<file path="src/rtl/iq_symbol_slicer_pkg.sv">
// rtl/iq_symbol_slicer_pkg.sv - lock FSM encoding, bit mapping and saturating magnitude
package iq_symbol_slicer_pkg;

   typedef enum logic [1:0] {
      ST_SEARCH = 2'd0,
      ST_VERIFY = 2'd1,
      ST_LOCKED = 2'd2
   } lock_state_e;

   // Each bit is the sign of an integrated component; zero slices as positive.
   localparam logic BIT_POS = 1'b0;
   localparam logic BIT_NEG = 1'b1;
   localparam logic BPSK_B1 = 1'b0;

   function automatic logic [31:0] sat_abs(input logic signed [31:0] x, input int unsigned w);
      logic signed [31:0] lim;
      logic signed [31:0] mag;
      lim = (32'sd1 <<< (w - 1)) - 32'sd1;
      mag = (x < 0) ? -x : x;
      return (mag > lim) ? lim : mag;
   endfunction

endpackage

</file>
<file path="src/rtl/iq_symbol_slicer_if.sv">
// rtl/iq_symbol_slicer_if.sv - baseband sample input and sliced-bit output bundle
// SLICER_SOFT_OUT_EN adds the soft_I/soft_Q outputs.
interface iq_symbol_slicer_if #(
   parameter int DATA_WIDTH = 16
);
   logic                         enable;
   logic                         is_bpsk;
   logic signed [DATA_WIDTH-1:0] I_data;
   logic signed [DATA_WIDTH-1:0] Q_data;
   logic                         I_valid;
   logic                         Q_valid;
   logic                         sym_sync;
   logic [1:0]                   bits_tdata;
   logic                         bits_tvalid;
   logic                         bits_tready;
   logic                         bits_is_bpsk;
   logic                         locked;
   logic                         overflow;
`ifdef SLICER_SOFT_OUT_EN
   logic signed [DATA_WIDTH-1:0] soft_I;
   logic signed [DATA_WIDTH-1:0] soft_Q;
`endif

   modport master (
      output enable, is_bpsk, I_data, Q_data, I_valid, Q_valid, sym_sync, bits_tready,
      input  bits_tdata, bits_tvalid, bits_is_bpsk, locked, overflow
`ifdef SLICER_SOFT_OUT_EN
      , input soft_I, soft_Q
`endif
   );

   modport slave (
      input  enable, is_bpsk, I_data, Q_data, I_valid, Q_valid, sym_sync, bits_tready,
      output bits_tdata, bits_tvalid, bits_is_bpsk, locked, overflow
`ifdef SLICER_SOFT_OUT_EN
      , output soft_I, soft_Q
`endif
   );

endinterface

</file>
<file path="src/rtl/iq_symbol_slicer_lock_fsm.sv">
// rtl/iq_symbol_slicer_lock_fsm.sv - carrier lock detector stepped once per sliced symbol
module slicer_lock_fsm
   import iq_symbol_slicer_pkg::*;
#(
   parameter int LOCK_COUNT = 32,
   parameter int LOSS_COUNT = 8
) (
   input  logic clk_i,
   input  logic rst_i,
   input  logic valid_i,
   input  logic good_i,
   input  logic mode_change_i,
   output logic locked_o
);

   localparam int RUN_W  = $clog2(LOCK_COUNT + 1);
   localparam int MISS_W = $clog2(LOSS_COUNT + 1);

   lock_state_e       state_q, state_d;
   logic [RUN_W-1:0]  run_q, run_d;
   logic [MISS_W-1:0] miss_q, miss_d;

   always_ff @(posedge clk_i or posedge rst_i) begin
      if (rst_i) begin
         state_q <= ST_SEARCH;
         run_q   <= '0;
         miss_q  <= '0;
      end else begin
         state_q <= state_d;
         run_q   <= run_d;
         miss_q  <= miss_d;
      end
   end

   always_comb begin
      state_d = state_q;
      run_d   = run_q;
      miss_d  = miss_q;
      // A mode switch invalidates whatever the metric says on the same edge.
      if (mode_change_i) begin
         state_d = ST_SEARCH;
         run_d   = '0;
         miss_d  = '0;
      end else if (valid_i) begin
         case (state_q)
            ST_SEARCH: begin
               if (good_i) begin
                  run_d   = RUN_W'(1);
                  miss_d  = '0;
                  state_d = (LOCK_COUNT == 1) ? ST_LOCKED : ST_VERIFY;
               end
            end
            ST_VERIFY: begin
               if (good_i) begin
                  run_d = run_q + RUN_W'(1);
                  if (run_d == RUN_W'(LOCK_COUNT)) begin
                     state_d = ST_LOCKED;
                     miss_d  = '0;
                  end
               end else begin
                  state_d = ST_SEARCH;
                  run_d   = '0;
               end
            end
            ST_LOCKED: begin
               if (good_i) begin
                  miss_d = '0;
               end else begin
                  miss_d = miss_q + MISS_W'(1);
                  if (miss_d == MISS_W'(LOSS_COUNT)) begin
                     state_d = ST_SEARCH;
                     run_d   = '0;
                     miss_d  = '0;
                  end
               end
            end
            default: begin
               state_d = ST_SEARCH;
               run_d   = '0;
               miss_d  = '0;
            end
         endcase
      end
   end

   assign locked_o = (state_q == ST_LOCKED);

endmodule

</file>
<file path="src/rtl/iq_symbol_slicer.sv">
// rtl/iq_symbol_slicer.sv - integrate-and-dump BPSK/QPSK hard slicer with lock detect
// SLICER_SOFT_OUT_EN adds registered soft_I/soft_Q outputs.
module iq_symbol_slicer
   import iq_symbol_slicer_pkg::*;
#(
   parameter int DATA_WIDTH = 16,
   parameter int SPS        = 16,
   parameter int ACC_WIDTH  = DATA_WIDTH + $clog2(SPS),
   parameter int MAG_MIN    = 1024,
   parameter int LOCK_COUNT = 32,
   parameter int LOSS_COUNT = 8
) (
   input logic               clk_32M768,
   input logic               rst_32M768,
   iq_symbol_slicer_if.slave bus
);

   localparam int               CNT_W    = $clog2(SPS);
   localparam logic [CNT_W-1:0] CNT_LAST = CNT_W'(SPS - 1);
   localparam int unsigned      DW       = DATA_WIDTH;

   logic [CNT_W-1:0]            cnt_q, cnt_d;
   logic signed [ACC_WIDTH-1:0] acc_I_q, acc_I_d, acc_Q_q, acc_Q_d;
   logic signed [ACC_WIDTH-1:0] sum_I, sum_Q;
   // Only the top DATA_WIDTH bits of a dump are ever consumed, so only those are kept.
   logic [DATA_WIDTH-1:0]       dump_I_q, dump_I_d, dump_Q_q, dump_Q_d;
   logic                        dump_bpsk_q, dump_bpsk_d, dump_vld_q;
   logic                        accept, dump;

   logic [1:0] tdata_q, tdata_d, bits_new;
   logic       tvalid_q, tvalid_d, out_bpsk_q, out_bpsk_d, ovf_q, ovf_d, load;
   logic       is_bpsk_q, mode_change;

   logic [31:0] m_I, m_Q, m_sum, m_diff;
   logic        good_bpsk, good_qpsk, good;

   assign accept = bus.enable & bus.I_valid & bus.Q_valid;
   assign dump   = accept & ((cnt_q == CNT_LAST) | bus.sym_sync);
   assign sum_I  = acc_I_q + {{(ACC_WIDTH-DATA_WIDTH){bus.I_data[DATA_WIDTH-1]}}, bus.I_data};
   assign sum_Q  = acc_Q_q + {{(ACC_WIDTH-DATA_WIDTH){bus.Q_data[DATA_WIDTH-1]}}, bus.Q_data};

   always_comb begin
      cnt_d       = cnt_q;
      acc_I_d     = acc_I_q;
      acc_Q_d     = acc_Q_q;
      dump_I_d    = dump_I_q;
      dump_Q_d    = dump_Q_q;
      dump_bpsk_d = dump_bpsk_q;
      if (dump) begin
         cnt_d       = '0;
         acc_I_d     = '0;
         acc_Q_d     = '0;
         dump_I_d    = sum_I[ACC_WIDTH-1 -: DATA_WIDTH];
         dump_Q_d    = sum_Q[ACC_WIDTH-1 -: DATA_WIDTH];
         dump_bpsk_d = bus.is_bpsk;
      end else if (accept) begin
         cnt_d   = cnt_q + CNT_W'(1);
         acc_I_d = sum_I;
         acc_Q_d = sum_Q;
      end
   end

   assign bits_new = dump_bpsk_q
      ? {BPSK_B1, dump_I_q[DATA_WIDTH-1] ? BIT_NEG : BIT_POS}
      : {dump_I_q[DATA_WIDTH-1] ? BIT_NEG : BIT_POS, dump_Q_q[DATA_WIDTH-1] ? BIT_NEG : BIT_POS};

   assign load = dump_vld_q & (~tvalid_q | bus.bits_tready);

   always_comb begin
      tdata_d    = tdata_q;
      tvalid_d   = tvalid_q;
      out_bpsk_d = out_bpsk_q;
      ovf_d      = dump_vld_q & tvalid_q & ~bus.bits_tready;
      if (load) begin
         tdata_d    = bits_new;
         tvalid_d   = 1'b1;
         out_bpsk_d = dump_bpsk_q;
      end else if (bus.bits_tready) begin
         tvalid_d = 1'b0;
      end
   end

   assign m_I       = sat_abs({{(32-DATA_WIDTH){dump_I_q[DATA_WIDTH-1]}}, dump_I_q}, DW);
   assign m_Q       = sat_abs({{(32-DATA_WIDTH){dump_Q_q[DATA_WIDTH-1]}}, dump_Q_q}, DW);
   assign m_sum     = m_I + m_Q;
   assign m_diff    = (m_I > m_Q) ? (m_I - m_Q) : (m_Q - m_I);
   assign good_bpsk = (m_I >= (m_Q << 1)) & (m_sum >= 32'(MAG_MIN));
   assign good_qpsk = (m_diff <= (m_sum >> 2)) & (m_sum >= 32'(MAG_MIN));
   assign good      = dump_bpsk_q ? good_bpsk : good_qpsk;
   assign mode_change = bus.is_bpsk ^ is_bpsk_q;

   always_ff @(posedge clk_32M768 or posedge rst_32M768) begin
      if (rst_32M768) begin
         cnt_q       <= '0;
         acc_I_q     <= '0;
         acc_Q_q     <= '0;
         dump_I_q    <= '0;
         dump_Q_q    <= '0;
         dump_bpsk_q <= 1'b0;
         dump_vld_q  <= 1'b0;
         tdata_q     <= '0;
         tvalid_q    <= 1'b0;
         out_bpsk_q  <= 1'b0;
         ovf_q       <= 1'b0;
         is_bpsk_q   <= 1'b0;
      end else begin
         cnt_q       <= cnt_d;
         acc_I_q     <= acc_I_d;
         acc_Q_q     <= acc_Q_d;
         dump_I_q    <= dump_I_d;
         dump_Q_q    <= dump_Q_d;
         dump_bpsk_q <= dump_bpsk_d;
         dump_vld_q  <= dump;
         tdata_q     <= tdata_d;
         tvalid_q    <= tvalid_d;
         out_bpsk_q  <= out_bpsk_d;
         ovf_q       <= ovf_d;
         is_bpsk_q   <= bus.is_bpsk;
      end
   end

   slicer_lock_fsm #(
      .LOCK_COUNT (LOCK_COUNT),
      .LOSS_COUNT (LOSS_COUNT)
   ) u_lock_fsm (
      .clk_i         (clk_32M768),
      .rst_i         (rst_32M768),
      .valid_i       (dump_vld_q),
      .good_i        (good),
      .mode_change_i (mode_change),
      .locked_o      (bus.locked)
   );

`ifdef SLICER_SOFT_OUT_EN
   logic [DATA_WIDTH-1:0] soft_I_q, soft_Q_q;

   always_ff @(posedge clk_32M768 or posedge rst_32M768) begin
      if (rst_32M768) begin
         soft_I_q <= '0;
         soft_Q_q <= '0;
      end else if (load) begin
         soft_I_q <= dump_I_q;
         soft_Q_q <= dump_Q_q;
      end
   end

   assign bus.soft_I = soft_I_q;
   assign bus.soft_Q = soft_Q_q;
`endif

   assign bus.bits_tdata   = tdata_q;
   assign bus.bits_tvalid  = tvalid_q;
   assign bus.bits_is_bpsk = out_bpsk_q;
   assign bus.overflow     = ovf_q;

endmodule

</file>
<file path="src/flat_wrapper.sv">
// flat-port wrapper written by rule: the top's interface ports become plain ports
module iq_symbol_slicer_flat import iq_symbol_slicer_pkg::*;
#(
   parameter int DATA_WIDTH = 16,
   parameter int SPS        = 16,
   parameter int ACC_WIDTH  = DATA_WIDTH + $clog2(SPS),
   parameter int MAG_MIN    = 1024,
   parameter int LOCK_COUNT = 32,
   parameter int LOSS_COUNT = 8
)
  (clk_32M768, rst_32M768, bus_enable, bus_is_bpsk, bus_I_data, bus_Q_data, bus_I_valid, bus_Q_valid, bus_sym_sync, bus_bits_tready, bus_bits_tdata, bus_bits_tvalid, bus_bits_is_bpsk, bus_locked, bus_overflow);
  iq_symbol_slicer_if #(.DATA_WIDTH(DATA_WIDTH)) bus_i ();
  input logic clk_32M768;
  input logic rst_32M768;
  input wire logic [$bits(bus_i.enable)-1:0] bus_enable;
  input wire logic [$bits(bus_i.is_bpsk)-1:0] bus_is_bpsk;
  input wire logic [$bits(bus_i.I_data)-1:0] bus_I_data;
  input wire logic [$bits(bus_i.Q_data)-1:0] bus_Q_data;
  input wire logic [$bits(bus_i.I_valid)-1:0] bus_I_valid;
  input wire logic [$bits(bus_i.Q_valid)-1:0] bus_Q_valid;
  input wire logic [$bits(bus_i.sym_sync)-1:0] bus_sym_sync;
  input wire logic [$bits(bus_i.bits_tready)-1:0] bus_bits_tready;
  output wire logic [$bits(bus_i.bits_tdata)-1:0] bus_bits_tdata;
  output wire logic [$bits(bus_i.bits_tvalid)-1:0] bus_bits_tvalid;
  output wire logic [$bits(bus_i.bits_is_bpsk)-1:0] bus_bits_is_bpsk;
  output wire logic [$bits(bus_i.locked)-1:0] bus_locked;
  output wire logic [$bits(bus_i.overflow)-1:0] bus_overflow;
  assign bus_i.enable = bus_enable;
  assign bus_i.is_bpsk = bus_is_bpsk;
  assign bus_i.I_data = bus_I_data;
  assign bus_i.Q_data = bus_Q_data;
  assign bus_i.I_valid = bus_I_valid;
  assign bus_i.Q_valid = bus_Q_valid;
  assign bus_i.sym_sync = bus_sym_sync;
  assign bus_i.bits_tready = bus_bits_tready;
  assign bus_bits_tdata = bus_i.bits_tdata;
  assign bus_bits_tvalid = bus_i.bits_tvalid;
  assign bus_bits_is_bpsk = bus_i.bits_is_bpsk;
  assign bus_locked = bus_i.locked;
  assign bus_overflow = bus_i.overflow;
  iq_symbol_slicer #(.DATA_WIDTH(DATA_WIDTH), .SPS(SPS), .ACC_WIDTH(ACC_WIDTH), .MAG_MIN(MAG_MIN), .LOCK_COUNT(LOCK_COUNT), .LOSS_COUNT(LOSS_COUNT)) u_core (.clk_32M768(clk_32M768), .rst_32M768(rst_32M768), .bus(bus_i));
endmodule
</file>
<file path="config.mk">
export PLATFORM = sky130hd
export DESIGN_NAME = iq_symbol_slicer_flat
export DESIGN_NICKNAME = d
export VERILOG_FILES = /design/src/rtl/iq_symbol_slicer_pkg.sv /design/src/rtl/iq_symbol_slicer_if.sv /design/src/rtl/iq_symbol_slicer_lock_fsm.sv /design/src/rtl/iq_symbol_slicer.sv /design/src/flat_wrapper.sv
export SDC_FILE = /design/constraint.sdc
export NUM_CORES = 1
export LEC_CHECK = 0
export ABC_AREA = 1
export ABC_CLOCK_PERIOD_IN_PS = 5450
export CAP_MARGIN = 40
export CORE_UTILIZATION = 58
export CTS_CLUSTER_SIZE = 30
export DETAILED_ROUTE_END_ITERATION = 16
export MAX_ROUTING_LAYER = met4
export PLACE_DENSITY = 0.79
export SLEW_MARGIN = 20
export SYNTH_ARGS = -nofsm -noshare
export SYNTH_HDL_FRONTEND = slang
export SYNTH_HIERARCHICAL = 1
export SYNTH_SLANG_ARGS = --single-unit
</file>
<file path="constraint.sdc">
create_clock -name clk_32M768 -period 5.45 [get_ports clk_32M768]
set_clock_uncertainty 0.1 [all_clocks]
set_input_delay 0.8175 -clock clk_32M768 [delete_from_list [all_inputs] [get_ports clk_32M768]]
set_output_delay 0.8175 -clock clk_32M768 [all_outputs]
set_load 0.03 [all_outputs]
</file>
After elaboration in Yosys (flattened, before gate mapping)
Index checks and enable logic that the tools add are counted.
- register bits: 96
- input bits: 40
- word-level logic and storage cells: 104
- output and inout bits: 6
- add/subtract/negate cells: 10
- bitwise operators: 13
- multiplexer cells: 40
- equality and inequality tests: 11
- order comparisons: 8
- reduce and logical (&&, ||, !) cells: 7
- operators by type and width (operator ; number):
    2-to-1 mux 32 bit ; 5
    2-to-1 mux 20 bit ; 4
    greater-than comparator 32 x 16 -> 1 bit, second input constant ; 2
    negator 16 -> 32 bit ; 2
    subtractor 32 bit ; 2
    adder 20 bit ; 2
    2-to-1 mux 4 bit ; 9
    2-to-1 mux 6 bit ; 6
    adder 32 bit ; 1
    greater-or-equal comparator 32 x 11 -> 1 bit, second input constant ; 1
    greater-or-equal comparator 32 bit ; 1
    greater-than comparator 32 bit ; 1
    less-or-equal comparator 32 x 30 -> 1 bit ; 1
    < comparator 16 x 1 -> 1 bit, second input constant ; 2
    case mux 6 bit (3 select lines) ; 1
    2-to-1 mux 2 bit ; 8
    case mux 4 bit (3 select lines) ; 1
    inequality test 3 x 1 -> 1 bit, second input constant ; 3
    adder 4 x 1 -> 4 bit, second input constant ; 2
    bitwise AND 1 bit ; 8
    == test 4 bit, second input constant ; 2
    AND reduction 4 bit ; 2
    adder 6 x 1 -> 6 bit, second input constant ; 1
    == test 6 bit, second input constant ; 1
    other kinds (12) ; 21

Logic depth before layout (Yosys ltp)
Gate-level depths: netlist of the first run.
- depth after elaboration: 13
- depth in mapped cells: 54

By module
The synthesis of the first run kept the hierarchy.
- by module, submodules not included (module ; sequential area each (µm²) ; times used ; area an instance (µm²) ; cells an instance):
    iq_symbol_slicer ; 2102.0 ; 1 ; 14133.6 ; 2313
    slicer_lock_fsm ; 300.3 ; 1 ; 895.9 ; 124

Worst setup path before layout of the first run
Ideal clock, no wire load.
- kind: reg-to-reg
- start point: register u_core.dump_I_q[0]
- end point: register u_core.u_lock_fsm.state_q[1]
- required time: 5.233 ns
- arrival time: 5.373 ns
- stages on the path, launching flop included: 49
- slack: -0.140 ns
- buffers on the path: 3
- cells stage by stage: dfrtp_1 inv_1 ha_1 inv_1 nor3_1 inv_1 nor3_2 nand3_1 nor3_2 a21oi_1 inv_1 nor2_1 nor3_1 inv_1 ha_1 buf_4 nor2_2 nand2_2 [... 13 more ...] nor2_1 nand2_1 nand2_1 nand2_1 nand2_1 nand2_1 nand2_1 nand2_1 nand2_1 nand2_1 nand2_1 nand3_1 a21oi_1 inv_1 nor3_2 nand2_1 nand3_1 nand2_1
- word-level cells in the longest chain between the ends: 13
- ends and longest elaborated chain (item ; line ; source):
    from (decl) ; iq_symbol_slicer.sv:26 ; logic [DATA_WIDTH-1:0] dump_I_q, dump_I_d, dump_Q_q, dump_Q_d;
    from (signal assigned) ; iq_symbol_slicer.sv:110 ; dump_I_q <= dump_I_d;
    negator 16 -> 32 bit / < comparator 16 x 1 -> 1 bit (equally long branches) ; iq_symbol_slicer_pkg.sv:19 ; mag = (x < 0) ? -x : x;
    2-to-1 mux 32 bit * ; iq_symbol_slicer_pkg.sv:19 ;
    greater-than comparator 32 x 16 -> 1 bit ; iq_symbol_slicer_pkg.sv:20 ; return (mag > lim) ? lim : mag;
    2-to-1 mux 32 bit * ; iq_symbol_slicer_pkg.sv:20 ;
    subtractor 32 bit / greater-than comparator 32 bit (equally long branches) ; iq_symbol_slicer.sv:86 ; assign m_diff = (m_I > m_Q) ? (m_I - m_Q) : (m_Q - m_I);
    2-to-1 mux 32 bit ; iq_symbol_slicer.sv:86 ;
    less-or-equal comparator 32 x 30 -> 1 bit ; iq_symbol_slicer.sv:88 ; assign good_qpsk = (m_diff <= (m_sum >> 2)) & (m_sum >= 32'(MAG_MIN));
    bitwise AND 1 bit ; iq_symbol_slicer.sv:88 ;
    2-to-1 mux 1 bit * ; iq_symbol_slicer.sv:89 ; assign good = dump_bpsk_q ? good_bpsk : good_qpsk;
    net u_core.good ; iq_symbol_slicer.sv:35 ; logic good_bpsk, good_qpsk, good;
    2-to-1 mux 2 bit ; iq_symbol_slicer_lock_fsm.sv:54 ; if (good_i) begin
    case mux 2 bit (3 select lines) ; iq_symbol_slicer_lock_fsm.sv:45 ; case (state_q)
    2-to-1 mux 2 bit ; iq_symbol_slicer_lock_fsm.sv:44 ; end else if (valid_i) begin
    2-to-1 mux 2 bit ; iq_symbol_slicer_lock_fsm.sv:40 ; if (mode_change_i) begin
    to (signal assigned) ; iq_symbol_slicer_lock_fsm.sv:29 ; state_q <= state_d;
    to (decl) ; iq_symbol_slicer_lock_fsm.sv:19 ; lock_state_e state_q, state_d;
The timed path passes the listed nets; every way through them passes the cells marked *. The select of a mux whose other input is x is not followed.
A chain may end at the register's enable or synchronous reset.

Worst setup path after layout of the first run
- start point: register u_core.dump_I_q[1]
- end point: register u_core.u_lock_fsm.state_q[0]
The elaborated chain is that of the path after synthesis.

==> results of run 1 <==
==> cell families (layout without fill, tap and decap cells) <==
group | after synthesis | count (layout) | share of synthesized area
xor gates and xnor gates | 84 | 84 | 0.0490
DFF | 96 | 96 | 0.160
and+or+nand+nor | 1218 | 1220 | 0.346
adders and majority gates | 204 | 204 | 0.172
muxes | 3 | 3 | 0.00200
other | 2 | 131 | 0.000500
buffers and inverters | 430 | 774 | 0.117
AOI/OAI and AO/OA | 400 | 400 | 0.153
==> synth_stat cells (all sizes together) (6+ instances only) <==
master / n
and3: 6
a21oi: 174
a22o: 6
o21ai: 142
xnor2: 19
nand3: 131
dfrtp: 96
clkbuf: 20
nand4: 35
o211ai: 8
a32o: 7
inv: 373
ha: 199
a31oi: 7
buf: 35
o21bai: 25
or2: 8
xor2: 65
nand2: 734
a21o: 9
nor3: 44
nor2: 236
nand3b: 10
nor4: 8
==> stage by stage <==
step	hold WS [ns]	setup slack, ns	instances	setup TNS, ns
6_report	0.394	-0.883	3242	-9.78
5_1_grt	0.417	-1.18	3242	-13.48
4_1_cts	0.398	-0.468	3235	-5.25
3_5_place_dp	0.378	-0.874	3196	-10.03
3_3_place_gp	0.367	-0.649	3195	-7.39
2_1_floorplan	0.353	-0.0232	2566	-0.153
==> per-layer routing <==
layer	track usage	part of all wire	wire length (µm)
met1	0.462	0.37	21000
met2	0.740	0.48	27200
met3	0.0354	0.065	3700
met4	0.291	0.085	4810
met5	-	0	0
==> repair_timing <==
| action | CTS | global route |
|---|---|---|
| endpoints found under the setup margin | 12 | 12 |
| setup buffers | 22 | 6 |
| gates cloned | 2 | 0 |
| pin swaps | 58 | 46 |
| gates resized for setup | 98 | 75 |
==> area by class of cell <==
cell class,count,area share
Timing Repair Buffer,384,0.156
Multi-Input combinational cell,2042,0.614
Clock buffer,9,0.0115
Inverter,375,0.0721
Sequential cell,96,0.122
Tap cell,330,0.0210
Clock inverter,6,0.00344
==> path summary, 6_finish.rpt <==
kind                                                end          startpoint  slack (ns)  cells after the start
setup / recovery           u_core/u_lock_fsm/state_q[0]  u_core/dump_I_q[1]       -0.88                     51
hold / removal                        u_core/acc_Q_q[4]   u_core/acc_Q_q[4]        0.39                      2
setup reg to reg           u_core/u_lock_fsm/state_q[0]  u_core/dump_I_q[1]       -0.88                     51
hold reg to reg                       u_core/acc_Q_q[4]   u_core/acc_Q_q[4]        0.39                      2
max in group asynchronous            u_core/dump_Q_q[8]          rst_32M768        3.80                      3
min in group asynchronous            u_core/acc_Q_q[10]          rst_32M768        0.71                      2
==> flip-flops by register name (all words and copies together) (netlist names) <==
signal                     cells
u_core/acc_I_q                20
u_core/acc_Q_q                20
u_core/bus.bits_is_bpsk        1
u_core/bus.bits_tdata          2
u_core/bus.bits_tvalid         1
u_core/bus.overflow            1
u_core/cnt_q                   4
u_core/dump_I_q               16
u_core/dump_Q_q               16
u_core/dump_bpsk_q             1
u_core/dump_vld_q              1
u_core/is_bpsk_q               1
u_core/u_lock_fsm/miss_q       4
u_core/u_lock_fsm/run_q        6
u_core/u_lock_fsm/state_q      2
==> worst min-delay path, stage by stage (launching register included) <==
cell	delay, ns
dfrtp_1	0.35
nand2_1	0.05
o21ai_0	0.06
==> metrics.txt, run 1 <==
FF+latch area between 0.002 and 0.0025 mm²; Hold WC Path Type register to register; slowest CP cell dfrtp_1; fill count 1901; Worst Tran Pin Value around 1.2 ns; CP Class register to register; clock sinks between 90 and 100; Die W 163 µm; fin util 0.775; detailed-route DRC error count 0; cts hold-fix bufs 0; TritonCTS clock tree built; io pins 46; CTS root buf clkbuf_16; Layout area overhead 30.6%; Max Buffers Root-to-Sink 2; Core Rows 58; share of cells above drive strength 1 0.196; vias in the first global route roughly 18k; antenna-violating nets left 0; status finished with violations; Post-layout nets 3152; largest net degree at the start of global routing 44; final-report hold violation count 0; floorplan core area 0.0253 mm²; GRT overflow 0; Async SR Flop Fraction 1.00; synth top area cells nand2_1, ha_1, dfrtp_1, inv_1, a21oi_1; setup violators final 12; CTS buffer count 9; Max Freq 0.158 GHz; Yosys top cell by area nand2_1; Worst Setup Slack, final -0.883 ns; Netlist Area Pre-Place 0.0150 mm²; synth warn 6; Yosys top cell area share 0.177; commonest cells after routing, fill and taps aside nand2_1, inv_1, buf_4, nor2_1, ha_1; critical path required time 5.65 ns; Netlist cell types 54; GRT Overall Usage 0.426; Chip Height 163 µm; die area 0.0266 mm²; max-cap violations 0; violated checks negative setup slack; initial antenna violation count 0; Iteration-0 DRC Markers 1774; final max-slew violation count 0; Avg WL per Cell 17.5 µm; multi-input logic area roughly 0.012 mm²; final period utilization 1.16; diode count 0; Cells after Synth between 2k and 2.5k; area of placed instances around 0.018 mm²; DRT Pass-1 Iters 8; sequential-to-total area share from yosys stat 0.160; vias per cell between 5 and 6; clk slew on worst S/H paths 0.08 ns; Min Clock Period, post-route 6.33 ns; worst-path fanout max 5; RSZ-0062 raised after global routing true; CP startpoint kind register; routability cong. ~1.1; worst skew pair latency 0.36 ns; Slew HR 0.209; cell mode on critical path nand2_1; Synth Register Bits 96; first-pass GRT wire length 87000 µm; routed via count approximately 18k; Initial Util 0.593; Setup crit end kind register; DP Wirelength approximately 42000 µm; H-tree Lvls 3; Total Wirelength roughly 57000 µm; Largest delay share family, worst path simple AND/OR/NAND/NOR gates; prevailing post-synth register cell dfrtp_1; post-route design area approximately 0.020 mm²; Worst Path Arrival around 6.5 ns; commonest non-fill, non-tap cell in the layout nand2_1; Buffers on Ports between 40 and 50; WP buf/inv 8; Avg Inst Size Synth 6.17 µm²; EDFF count, synth 0; max incr delay on CP about 0.40 ns
Power of run 1 is left out: the tool's default activity adds up to more than one toggle a clock period on the data nets, which glitch-free logic cannot reach.
==> run 2: changes to the inputs <==
- CTS_CLUSTER_DIAMETER: not set -> 80
==> results of run 2 <==
Final layout, timing and power as in run 1 (identical DEF).
Power of run 2 is left out for the same reason.
==> run 3: changes to the inputs <==
- ABC_AREA: 1 -> not set
- ABC_CLOCK_PERIOD_IN_PS: 5450 -> 7480
- CORE_UTILIZATION: 58 -> 67
- PLACE_DENSITY: 0.79 -> 0.86
- TNS_END_PERCENT: not set -> 30
- clock period: 5.45 -> 7.48 ns (I/O delays scaled with it)
==> metrics.txt, run 3 <==
final-report hold violation count 0 (unchanged); worst r2r dst u_core/u_lock_fsm/run_q[4]; Post-layout nets 2088 (-34%); WP buf/inv 4 (-4); Max Buffers Root-to-Sink 2 (unchanged); Worst Path Arrival 7.79 ns (+1.26 ns); final max-slew violation count 0 (unchanged); Chip Height 140 µm (-14%); CTS root buf clkbuf_16; io pins 46 (unchanged); RSZ-0062 raised after global routing true; routability cong. 1.04 (-5.2%); Layout area overhead 19.0%; DRT Pass-1 Iters 7 (-1); most frequent cell after synthesis nand2_1; r2r setup slk -0.12 ns (+0.76 ns); H-tree Lvls 3 (unchanged); Cells after Synth 1622 (-33%); worst-path fanout max 8 (+3); Yosys top cell by area ha_1; Worst Tran Pin Value 0.968 ns (-0.208 ns); CP Class register to register; reg2reg start u_core/dump_Q_q[6]; final period utilization 1.02 (-0.146); GRT Overall Usage 0.405 (-0.0205); Avg WL per Cell 19.8 µm (+14%); TritonCTS clock tree built; diode count 0 (unchanged); slowest CP cell or4_4; vias per cell 6.59 (+17%); vias in the first global route 12.5k (-30%); Slew HR 0.352 (+0.143); number of cells on the worst reg-to-reg path 35 (-31%); commonest non-fill, non-tap cell in the layout ha_1; Buffers on Ports 45 (unchanged); GRT overflow 0 (unchanged); max incr delay on CP 0.59 ns (+0.19 ns); fill count 1151 (-39%); WHS Path Cells 2 (unchanged); share of cells above drive strength 1 0.117 (-0.0784); synth top area cells ha_1, dfrtp_1, a21oi_1, nand2_1, xnor2_1; detailed-route DRC error count 0 (unchanged); commonest cells after routing, fill and taps aside ha_1, nand2_1, a21oi_1, conb_1; first-pass GRT wire length 61700 µm (-29%); clock sinks 96 (unchanged); max-cap violations 0 (unchanged); Largest delay share family, worst path compound AO/OA/AOI/OAI gates; violated checks negative setup slack; largest net degree at the start of global routing 59 (+34%); worst skew pair latency 0.36 ns (about the same); Async SR Flop Fraction 1.00 (unchanged); Die W 140 µm (-14%); Hold WC Path Type register to register; synth warn 6 (unchanged); area of placed instances 0.0142 mm² (-23%); Synth Register Bits 96 (unchanged); Total Wirelength 41200 µm (-27%); CP startpoint kind register; Hold Path Sink u_core/acc_I_q[0]; Max Freq 0.132 GHz (-17%); Avg Inst Size Synth 7.83 µm² (+27%); Worst Setup Slack, final -0.121 ns (+0.762 ns); clk slew on worst S/H paths 0.08 ns (about the same); antenna-violating nets left 0 (unchanged); DP Wirelength 29400 µm (-31%); Place WS -0.137 ns (+0.737 ns); prevailing post-synth register cell dfrtp_1; WHS 0.382 ns (-0.0112 ns); floorplan core area 0.0183 mm² (-28%); min-delay src u_core/acc_I_q[0]; Iteration-0 DRC Markers 1446 (-18%); setup violators final 7 (-5); cell mode on critical path a21oi_2; Core Rows 49 (-16%); largest registers u_core/acc_I_q x20, u_core/acc_Q_q x20; Setup crit end kind register; sequential-to-total area share from yosys stat 0.189 (+0.0294); routed via count 13.7k (-25%); critical path required time 7.66 ns (+2.01 ns); Min Clock Period, post-route 7.60 ns (+1.27 ns); EDFF count, synth 0 (unchanged); synth cell count leaders nand2_1, ha_1, a21oi_1; CP startpoint u_core/dump_Q_q[6]; initial antenna violation count 0 (unchanged); CTS buffer count 9 (unchanged); die area 0.0195 mm² (-27%); post-route design area 0.0151 mm² (-23%); status finished with violations; Netlist cell types 96 (+78%); Yosys top cell area share 0.196 (+0.0193); Initial Util 0.695 (+0.101); Netlist Area Pre-Place 0.0127 mm² (-16%)
==> run 3: layout make-up <==
type	instances	area, µm²	area share
Clock inverter	7	95.1	0.00629
Clock buffer	9	225	0.0149
Tap cell	229	287	0.0190
Inverter	99	377	0.0249
Sequential cell	96	2410	0.159
Multi-Input combinational cell	1499	10500	0.694
Timing Repair Buffer	139	1230	0.0815
==> run 3: metrics by stage <==
| stage | instances | util | TNS [ns] |
|---|---|---|---|
| after CTS | 2052 | 0.798 | 0 |
| after global routing | 2078 | 0.827 | -2.73 |
| final | 2078 | 0.827 | -0.558 |
| after global placement | 2032 | 0.775 | 0 |
| after detailed placement | 2033 | 0.777 | -0.647 |
| after floorplan | 1751 | - | 0 |
==> run 3: worst max path at each step <==
stage               cells past startpoint  slack [ns]                         end
finish                                 35       -0.12  u_core/u_lock_fsm/run_q[4]
global route                           37       -0.33  u_core/u_lock_fsm/run_q[2]
CTS                                    34       0.002  u_core/u_lock_fsm/run_q[4]
detailed placement                     31       -0.14  u_core/u_lock_fsm/run_q[4]
global placement                       31        0.08  u_core/u_lock_fsm/run_q[4]
floorplan                              32        0.23  u_core/u_lock_fsm/run_q[3]
==> run 3: timing repair <==
item,CTS,global route
setup buffers,3,26
endpoints found under the setup margin,11,12
pin swaps,7,45
resized for setup,8,75
hold buffers,0,0
hold endpoints to repair,0,0
==> run 3: layer usage <==
| metal | vias to the layer above | wire, µm | share of wire | track usage |
|---|---|---|---|---|
| met5 | - | 0 | 0 | - |
| met4 | 0 | 1820 | 0.044 | 0.153 |
| met3 | 208 | 3710 | 0.090 | 0.0447 |
| met2 | 883 | 19400 | 0.47 | 0.664 |
| met1 | 6413 | 16300 | 0.39 | 0.516 |
| li1 | 6187 | - | - | - |
==> run 3: worst register-to-register path, delay by kind of cell, from the launching register on <==
| kind | cells | cell delay (ns) |
|---|---|---|
| adders and majority gates | 2 | 0.51 |
| and+or+nand+nor | 11 | 2.13 |
| AOI/OAI and AO/OA | 17 | 3.54 |
| DFF | 1 | 0.46 |
| xor gates and xnor gates | 1 | 0.14 |
| buffers and inverters | 4 | 0.65 |
==> run 3: cell families after synthesis <==
logic type               after synthesis  share of synthesized area
AO/OA/AOI/OAI                        504                      0.260
flip-flops                            96                      0.189
multiplexers                          17                     0.0139
adder cells (fa/ha/maj)              204                      0.204
buffers and inverters                156                     0.0504
other                                  2                   0.000592
XOR/XNOR                             113                     0.0780
AND/OR/NAND/NOR                      530                      0.204
Power of run 3 is left out for the same reason.
